**src/rtl/alu_pipe.sv**
```systemverilog
// ----------------------------------------------------------------------------
// alu_pipe
//   Registered Beta-style ALU with valid/ready handshakes on both sides and an
//   iterative shift-add multiplier. Single-cycle ops produce a result one
//   cycle after acceptance; MUL takes WIDTH+1 cycles. Status flags Z/V/N and
//   an illegal-opcode indication accompany every result.
//
// Ports
//   clk        : clock, all state updates on the rising edge
//   rst_n      : asynchronous active-low reset
//   in_valid   : an operation is presented on alufn/a/b
//   in_ready   : the block accepts an operation this cycle
//   alufn[5:0] : opcode
//   a, b       : operands (WIDTH bits)
//   out_valid  : y and flags hold a result
//   out_ready  : consumer takes the result this cycle
//   y          : result (WIDTH bits)
//   z, v, n    : zero, signed overflow (ADD/SUB only), sign of y
//   illegal    : opcode not recognised; y forced to 0
// ----------------------------------------------------------------------------
module alu_pipe #(
    parameter int WIDTH  = 32,
    parameter bit MUL_EN = 1'b1
) (
    input  logic             clk,
    input  logic             rst_n,
    input  logic             in_valid,
    output logic             in_ready,
    input  logic [5:0]       alufn,
    input  logic [WIDTH-1:0] a,
    input  logic [WIDTH-1:0] b,
    output logic             out_valid,
    input  logic             out_ready,
    output logic [WIDTH-1:0] y,
    output logic             z,
    output logic             v,
    output logic             n,
    output logic             illegal
);

    localparam int SHW = $clog2(WIDTH);
    localparam int CW  = SHW + 1;
    // Counter runs 0..WIDTH-1 for the shift-add steps; WIDTH marks the load cycle.
    localparam logic [CW-1:0] CNT_LOAD = CW'(WIDTH);

    localparam logic [5:0] OP_CMPEQ = 6'b000011;
    localparam logic [5:0] OP_CMPLT = 6'b000101;
    localparam logic [5:0] OP_CMPLE = 6'b000111;
    localparam logic [5:0] OP_ADD   = 6'b010000;
    localparam logic [5:0] OP_SUB   = 6'b010001;
    localparam logic [5:0] OP_MUL   = 6'b010010;
    localparam logic [5:0] OP_AND   = 6'b101000;
    localparam logic [5:0] OP_OR    = 6'b101110;
    localparam logic [5:0] OP_XOR   = 6'b100110;
    localparam logic [5:0] OP_XNOR  = 6'b101001;
    localparam logic [5:0] OP_SHL   = 6'b110000;
    localparam logic [5:0] OP_SHR   = 6'b110001;
    localparam logic [5:0] OP_SRA   = 6'b110011;

    typedef enum logic [1:0] {S_IDLE, S_MUL, S_HOLD} state_t;

    typedef struct packed {
        logic [WIDTH-1:0] y;
        logic             v;
        logic             ill;
    } res_t;

    // Single-cycle result for every opcode except an enabled MUL.
    function automatic res_t alu_eval(input logic [5:0] fn,
                                      input logic signed [WIDTH-1:0] sa,
                                      input logic signed [WIDTH-1:0] sb);
        res_t             r;
        logic [WIDTH-1:0] ua;
        logic [WIDTH-1:0] ub;
        logic [WIDTH-1:0] sum;
        logic [WIDTH-1:0] dif;
        logic [SHW-1:0]   sh;
        r   = '0;
        ua  = sa;
        ub  = sb;
        sum = ua + ub;
        dif = ua - ub;
        sh  = ub[SHW-1:0];
        case (fn)
            OP_CMPEQ: r.y = {{(WIDTH-1){1'b0}}, (ua == ub)};
            OP_CMPLT: r.y = {{(WIDTH-1){1'b0}}, (sa < sb)};
            OP_CMPLE: r.y = {{(WIDTH-1){1'b0}}, (sa <= sb)};
            OP_ADD: begin
                r.y = sum;
                r.v = (ua[WIDTH-1] == ub[WIDTH-1]) && (sum[WIDTH-1] != ua[WIDTH-1]);
            end
            OP_SUB: begin
                r.y = dif;
                r.v = (ua[WIDTH-1] != ub[WIDTH-1]) && (dif[WIDTH-1] != ua[WIDTH-1]);
            end
            OP_AND:  r.y = ua & ub;
            OP_OR:   r.y = ua | ub;
            OP_XOR:  r.y = ua ^ ub;
            OP_XNOR: r.y = ~(ua ^ ub);
            OP_SHL:  r.y = ua << sh;
            OP_SHR:  r.y = ua >> sh;
            OP_SRA:  r.y = sa >>> sh;
            // With the multiplier disabled MUL falls through as illegal.
            OP_MUL:  r.ill = !MUL_EN;
            default: r.ill = 1'b1;
        endcase
        return r;
    endfunction

    state_t           state;
    state_t           state_nx;
    logic [CW-1:0]    cnt;
    logic [WIDTH-1:0] mcand;
    logic [WIDTH-1:0] mplier;
    logic [WIDTH-1:0] acc;
    logic             accept;
    logic             is_mul;
    logic             mul_load;
    res_t             res;

    // Gated by rst_n so nothing is offered while the block is held in reset.
    assign in_ready = rst_n && (state == S_IDLE) && (!out_valid || out_ready);
    assign accept   = in_valid && in_ready;
    assign is_mul   = MUL_EN && (alufn == OP_MUL);
    assign mul_load = (state == S_MUL) && (cnt == CNT_LOAD);
    assign res      = alu_eval(alufn, a, b);

    always_ff @(posedge clk or negedge rst_n) begin
        if (!rst_n) state <= S_IDLE;
        else        state <= state_nx;
    end

    always_comb begin
        state_nx = state;
        case (state)
            S_IDLE: if (accept && is_mul) state_nx = S_MUL;
            S_MUL:  if (mul_load)         state_nx = S_HOLD;
            S_HOLD: if (out_ready)        state_nx = S_IDLE;
            default:                      state_nx = S_IDLE;
        endcase
    end

    // Result stage: single-cycle ops load at the accepting edge, MUL at its
    // load cycle; otherwise the result drains when the consumer takes it.
    always_ff @(posedge clk or negedge rst_n) begin
        if (!rst_n) begin
            out_valid <= 1'b0;
            y         <= '0;
            z         <= 1'b0;
            v         <= 1'b0;
            n         <= 1'b0;
            illegal   <= 1'b0;
            cnt       <= '0;
        end else begin
            if (accept && !is_mul) begin
                out_valid <= 1'b1;
                y         <= res.y;
                z         <= (res.y == '0);
                v         <= res.v;
                n         <= res.y[WIDTH-1];
                illegal   <= res.ill;
            end else if (mul_load) begin
                out_valid <= 1'b1;
                y         <= acc;
                z         <= (acc == '0);
                v         <= 1'b0;
                n         <= acc[WIDTH-1];
                illegal   <= 1'b0;
            end else if (out_ready) begin
                out_valid <= 1'b0;
            end

            if (accept && is_mul)   cnt <= '0;
            else if (state == S_MUL) cnt <= cnt + CW'(1);
        end
    end

    // Multiplier datapath: one partial product per cycle, low WIDTH bits kept.
    always_ff @(posedge clk) begin
        if (accept && is_mul) begin
            mcand  <= a;
            mplier <= b;
            acc    <= '0;
        end else if ((state == S_MUL) && !mul_load) begin
            acc    <= acc + (mplier[0] ? mcand : '0);
            mcand  <= mcand << 1;
            mplier <= mplier >> 1;
        end
    end

endmodule

```
**config.mk**
```make
export PLATFORM = sky130hd
export DESIGN_NAME = alu_pipe
export DESIGN_NICKNAME = d
export VERILOG_FILES = /design/src/rtl/alu_pipe.sv
export SDC_FILE = /design/constraint.sdc
export NUM_CORES = 1
export LEC_CHECK = 0
export ABC_AREA = 1
export CAP_MARGIN = 25
export CORE_ASPECT_RATIO = 1.5
export CORE_UTILIZATION = 55
export CTS_BUF_LIST = sky130_fd_sc_hd__clkbuf_16
export DETAILED_ROUTE_END_ITERATION = 10
export GPL_TIMING_DRIVEN = 0
export PLACE_DENSITY = 0.81
export SYNTH_ARGS = -nofsm -noshare
export SYNTH_HDL_FRONTEND = slang
export SYNTH_SLANG_ARGS = --single-unit
export TNS_END_PERCENT = 50
```
**constraint.sdc**
```tcl
create_clock -name clk -period 3.48 [get_ports clk]
set_clock_uncertainty 0.1 [all_clocks]
set_input_delay 0.696 -clock clk [delete_from_list [all_inputs] [get_ports clk]]
set_output_delay 0.696 -clock clk [all_outputs]
set_load 0.02 [all_outputs]
```
==> results of run 1 <==
-- through the flow --
stage | hold slack, ns | setup TNS [ns]
4_1_cts | 0.144 | -0.0657
2_1_floorplan | 0.300 | 0
3_5_place_dp | 0.395 | -164.66
3_3_place_gp | 0.386 | -374.22
-- per-layer routing --
layer / track usage [%] / overflow
met2: 91.2 / 100
met3: 35.2 / 1
met5: 2.12 / 0
met4: 71.4 / 90
met1: 66.0 / 0
-- kinds of logic after synthesis --
family                   count (synthesis)
XOR/XNOR                                27
AO/OA/AOI/OAI                          453
flip-flops                             140
buffers and inverters                  534
adder cells (fa/ha/maj)                133
AND/OR/NAND/NOR                       1844
-- what timing repair did --
action                                  4_1_cts
pin swaps                                    20
endpoints found under the setup margin      147
hold buffers                                  1
resized for setup                           147
hold endpoints to repair                      7
buffers inserted                             13
cloned                                        2
==> impl_metrics.json, run 1 <==
{
  "io_pins": 112,
  "synth_xor_area_share_pct": 1.29,
  "netlist_area_sq_um": 18300,
  "grt_pass1_wl_mm": 166,
  "htree_levels": 4,
  "syn_area_per_cell_sq_um": 5.84,
  "clock_path_buffers": 2,
  "dieHeight_um": 225,
  "ys_seq_elements": 140,
  "gp_congestion": 1.30,
  "portBuffers": 110,
  "dp_slack_ns": -1.64,
  "stop_stage": "global routing (5_1_grt)",
  "synth_commonest_cells": "nand2_1 (909), nand3_1 (465), inv_1 (381)",
  "synthCells": 3131,
  "clock_sinks": 140,
  "dp_cells": 3657,
  "globalRoute.totalOverflow": 191,
  "synth_warnings": 0,
  "synth_mux_area_share_pct": 0,
  "synth_cell_types": 56,
  "first-error": "[ERROR GRT-0116] Global routing finished with congestion. Check the congestion regions in the DRC Viewer.",
  "yosys.area.top_type": "nand2_1",
  "dp_hpwl_mm": 76.7,
  "cts-root-buf": "clkbuf_16",
  "synth_top_family_by_area": "simple AND/OR/NAND/NOR gates",
  "grt_max_degree": 39,
  "grt.total_usage_pct": 65.7,
  "synth_edf_count": 64,
  "placed_cell_area_sq_um": 19900,
  "synth_compound_area_share_pct": 13.9,
  "initial_utilization_pct": 56.0,
  "synth_top_area_share_pct": 18.7,
  "chipWidth_um": 151,
  "ys_seq_area_share_pct": 20.0,
  "yosys.area_share.simple_pct": 43.5,
  "synthArstFlopShare_pct": 31.4,
  "cts_buffers": 17,
  "syn_nets": 3338,
  "status": "aborted with a tool error",
  "yosys.cell_count.top_type": "nand2_1",
  "row_count": 81,
  "yosys_most_used_dff": "edfxtp_1",
  "synth.area.top_cells": "nand2_1 (19%), nand3_1 (13%), edfxtp_1 (11%)",
  "synth_fa_ha_area_share_pct": 9.23,
  "grt_pass1_vias": 25500
}
==> run 2, diff against run 1 <==
--- a/config.mk
+++ b/config.mk
@@ -7,12 +7,10 @@
 export LEC_CHECK = 0
 export ABC_AREA = 1
 export CAP_MARGIN = 25
-export CORE_ASPECT_RATIO = 1.5
-export CORE_UTILIZATION = 55
-export CTS_BUF_LIST = sky130_fd_sc_hd__clkbuf_16
+export CORE_UTILIZATION = 40
 export DETAILED_ROUTE_END_ITERATION = 10
 export GPL_TIMING_DRIVEN = 0
-export PLACE_DENSITY = 0.81
+export PLACE_DENSITY_LB_ADDON = 0.15
 export SYNTH_ARGS = -nofsm -noshare
 export SYNTH_HDL_FRONTEND = slang
 export SYNTH_SLANG_ARGS = --single-unit
==> constraint.sdc (replaced) <==
create_clock -name clk -period 4.5 [get_ports clk]
set_clock_uncertainty 0.1 [all_clocks]
set_input_delay 0.9 -clock clk [delete_from_list [all_inputs] [get_ports clk]]
set_output_delay 0.9 -clock clk [all_outputs]
set_load 0.02 [all_outputs]
==> run 2 against run 1 <==
Effect of this change:
- the run now ends clean
- synthesized area is the same
- synthesized cell count is the same
==> impl_metrics.json, run 2 <==
{
  "synth_edf_count": 64,
  "swShare_pct": 47.2,
  "relSlewSlack_pct": 17.7,
  "period_share_pct": 99.3,
  "synth_top_area_share_pct": 18.7,
  "grt_pass1_wl_mm": 144,
  "p_int_uw": 3580,
  "dp_cells": 3835,
  "syn_area_per_cell_sq_um": 5.84,
  "drt_iter0_markers": 2894,
  "vias": 23100,
  "portBuffers": 110,
  "grt_pass1_vias": 22300,
  "cp.required_ns": 4.78,
  "hold_buffers": 0,
  "initial_utilization_pct": 41.0,
  "cts_buffers": 17,
  "period_needed_ns": 4.47,
  "htree_levels": 4,
  "finalPower_uw": 6790,
  "final_cells": 3867,
  "final_cell_area_sq_um": 20900,
  "synth_commonest_cells": "nand2_1 (909), nand3_1 (465), inv_1 (381)",
  "dp_hpwl_mm": 82.9,
  "drc": 0,
  "use_met2_pct": 71.1,
  "dp_slack_ns": -1.20,
  "cp_data_arrival_time_ns": 4.75,
  "crit_chain": "clkdlybuf4s50_1, buf_2, inv_1, ha_1, inv_1, a21oi_1, a21boi_0, nand2_1, a21oi_2, nand3_1, nand3_1, nand2_1, inv_1, nand2_1, nor2_1, nand3_1, nor2_1, nand2_1, a21oi_2",
  "yosys_most_used_dff": "edfxtp_1",
  "synth_cell_types": 56,
  "core_sq_um": 44600,
  "ir_worst_vdd_mv": 0.224,
  "slowest_stage": "clkdlybuf4s50_1",
  "row_count": 77,
  "ant_nets": 0,
  "worst_slew_pin_slew_ns": 1.22,
  "grt_max_degree": 65,
  "crit_fanout": 10,
  "chipWidth_um": 216,
  "crit_path_frequent_cell": "nand2_1",
  "status": "complete, no violations",
  "path_class": "in -> reg",
  "gp_congestion": 1.11,
  "setup_viol": 0,
  "yosys.area.top_type": "nand2_1",
  "finalHoldViolCount": 0,
  "drt_pass1_iterations": 6,
  "io_pins": 112,
  "slowest_delay_ns": 0.60,
  "cts-root-buf": "clkbuf_16",
  "start_kind": "input port",
  "synth_warnings": 0,
  "clock_latency_ns": 0.45,
  "layout_commonest_cell": "nand2_1",
  "synthArstFlopShare_pct": 31.4,
  "met1_usage_pct": 46.6,
  "syn_nets": 3338,
  "clock_path_buffers": 2,
  "routed_via_density": 5.97,
  "p_leak_uw": 0.0107,
  "antenna_found_initial": 3,
  "clk_pin_slew_ns": 0.07,
  "netlist_area_sq_um": 18300,
  "globalRoute.totalOverflow": 0,
  "clock_sinks": 140,
  "drive_above_1_share_pct": 5.99,
  "placed_cell_area_sq_um": 20200,
  "min_path_type": "in -> async",
  "ys_seq_area_share_pct": 20.0,
  "grt_busiest_layer": "met2",
  "seq_power_share_pct": 27.9,
  "rsz0062_at_grt": "true",
  "pwr-share-comb_pct": 49.1,
  "power_density_nw_per_um2": 325,
  "drv_slew": 0,
  "floorplan.die_area_sq_um": 46600,
  "power_switching_uw": 3210,
  "fin_ws_ns": 0.0337,
  "fmax_mhz": 224,
  "yosys.cell_count.top_type": "nand2_1",
  "final_cell_mix": "nand2_1 (905), nand3_1 (460), inv_1 (380)",
  "synthCells": 3131,
  "fillers": 4782,
  "syn2layout_area_growth_pct": 14.4,
  "maxCapViolCount": 0,
  "ff_latch_area_sq_um": 3660,
  "end_kind": "flip-flop",
  "drt-total-wl_mm": 101,
  "synth.area.top_cells": "nand2_1 (19%), nand3_1 (13%), edfxtp_1 (11%)",
  "cts_tree": "done",
  "fin_nets": 3467,
  "pwr-share-clk_pct": 23.0,
  "grt_use_met3_pct": 8.84,
  "dieHeight_um": 216,
  "post_drt_wl_per_cell_um": 26.2,
  "finish.utilization_pct": 46.9,
  "grt.total_usage_pct": 42.6,
  "ys_seq_elements": 140,
  "multi_input_area_sq_um": 12500
}
-- run 2: cell counts after synthesis --
No cell type changed its count.
-- run 2: repair_timing --
item	CTS	global route
resized for setup	16	22
endpoints found under the setup margin	20	69
buffers inserted	1	0
pin swaps	0	1
hold endpoints to repair	0	0
cloned	0	0
-- run 2: cells by family after synthesis --
group           synth area share, %
xor+xnor                       1.29
flops                          20.0
compound gates                 13.9
simple gates                   43.5
buf+inv                        12.1
fa+ha+maj                      9.23
-- run 2: metal layers --
| metal | wire length (um) | part of all wire [%] |
|---|---|---|
| met1 | 35700 | 35 |
| met3 | 9470 | 9.4 |
| met4 | 9660 | 9.5 |
| met5 | 0 | 0 |
| met2 | 46300 | 46 |
-- run 2: path summary, 6_finish.rpt --
| check | start | end | slack [ns] | cells past startpoint |
|---|---|---|---|---|
| max | a[31] | z | 0.03 | 19 |
| min | rst_n | cnt[1] | 0.20 | 1 |
| max reg2reg | mplier[0] | acc[24] | 0.33 | 19 |
| min reg2reg | y[3] | y[3] | 0.40 | 2 |
| max in group asynchronous | rst_n | y[29] | 3.61 | 2 |
| min in group clk | y[3] | y[3] | 0.40 | 2 |
-- run 2: per-stage QoR --
step | TNS [ns] | hold slack (ns)
after floorplan | 0 | 0.356
after global placement | -319.44 | 0.381
after detailed placement | -33.91 | 0.384
after CTS | 0 | 0.211
after global routing | -0.0330 | 0.225
final | 0 | 0.205
-- run 2: final cells by class --
type	instances	share of cell area (%)
multi-input combinational	2457	59.7
sequential	140	17.5
inverter	398	7.22
timing repair buffer	113	5.51
tap	592	3.54
buffer	133	3.44
clock buffer	20	2.39
clock inverter	12	0.634
antenna	2	0.0239
-- run 2: worst max-delay path: cells and delay by family --
family	cells	cell delay (ns)
AND/OR/NAND/NOR	9	1.04
buffers and inverters	5	1.43
AO/OA/AOI/OAI	4	0.87
adder cells (fa/ha/maj)	1	0.50
-- run 2: power groups by stage --
stage | clock [uW] | sequential (uW) | combinational [uW]
2_1_floorplan | 0 | 1860 | 2070
3_3_place_gp | 0 | 1900 | 3150
3_5_place_dp | 0 | 1900 | 3190
4_1_cts | 1550 | 1880 | 3220
5_1_grt | 1600 | 1910 | 3620
6_report | 1560 | 1890 | 3330
Power figures use the tool's default switching activity.
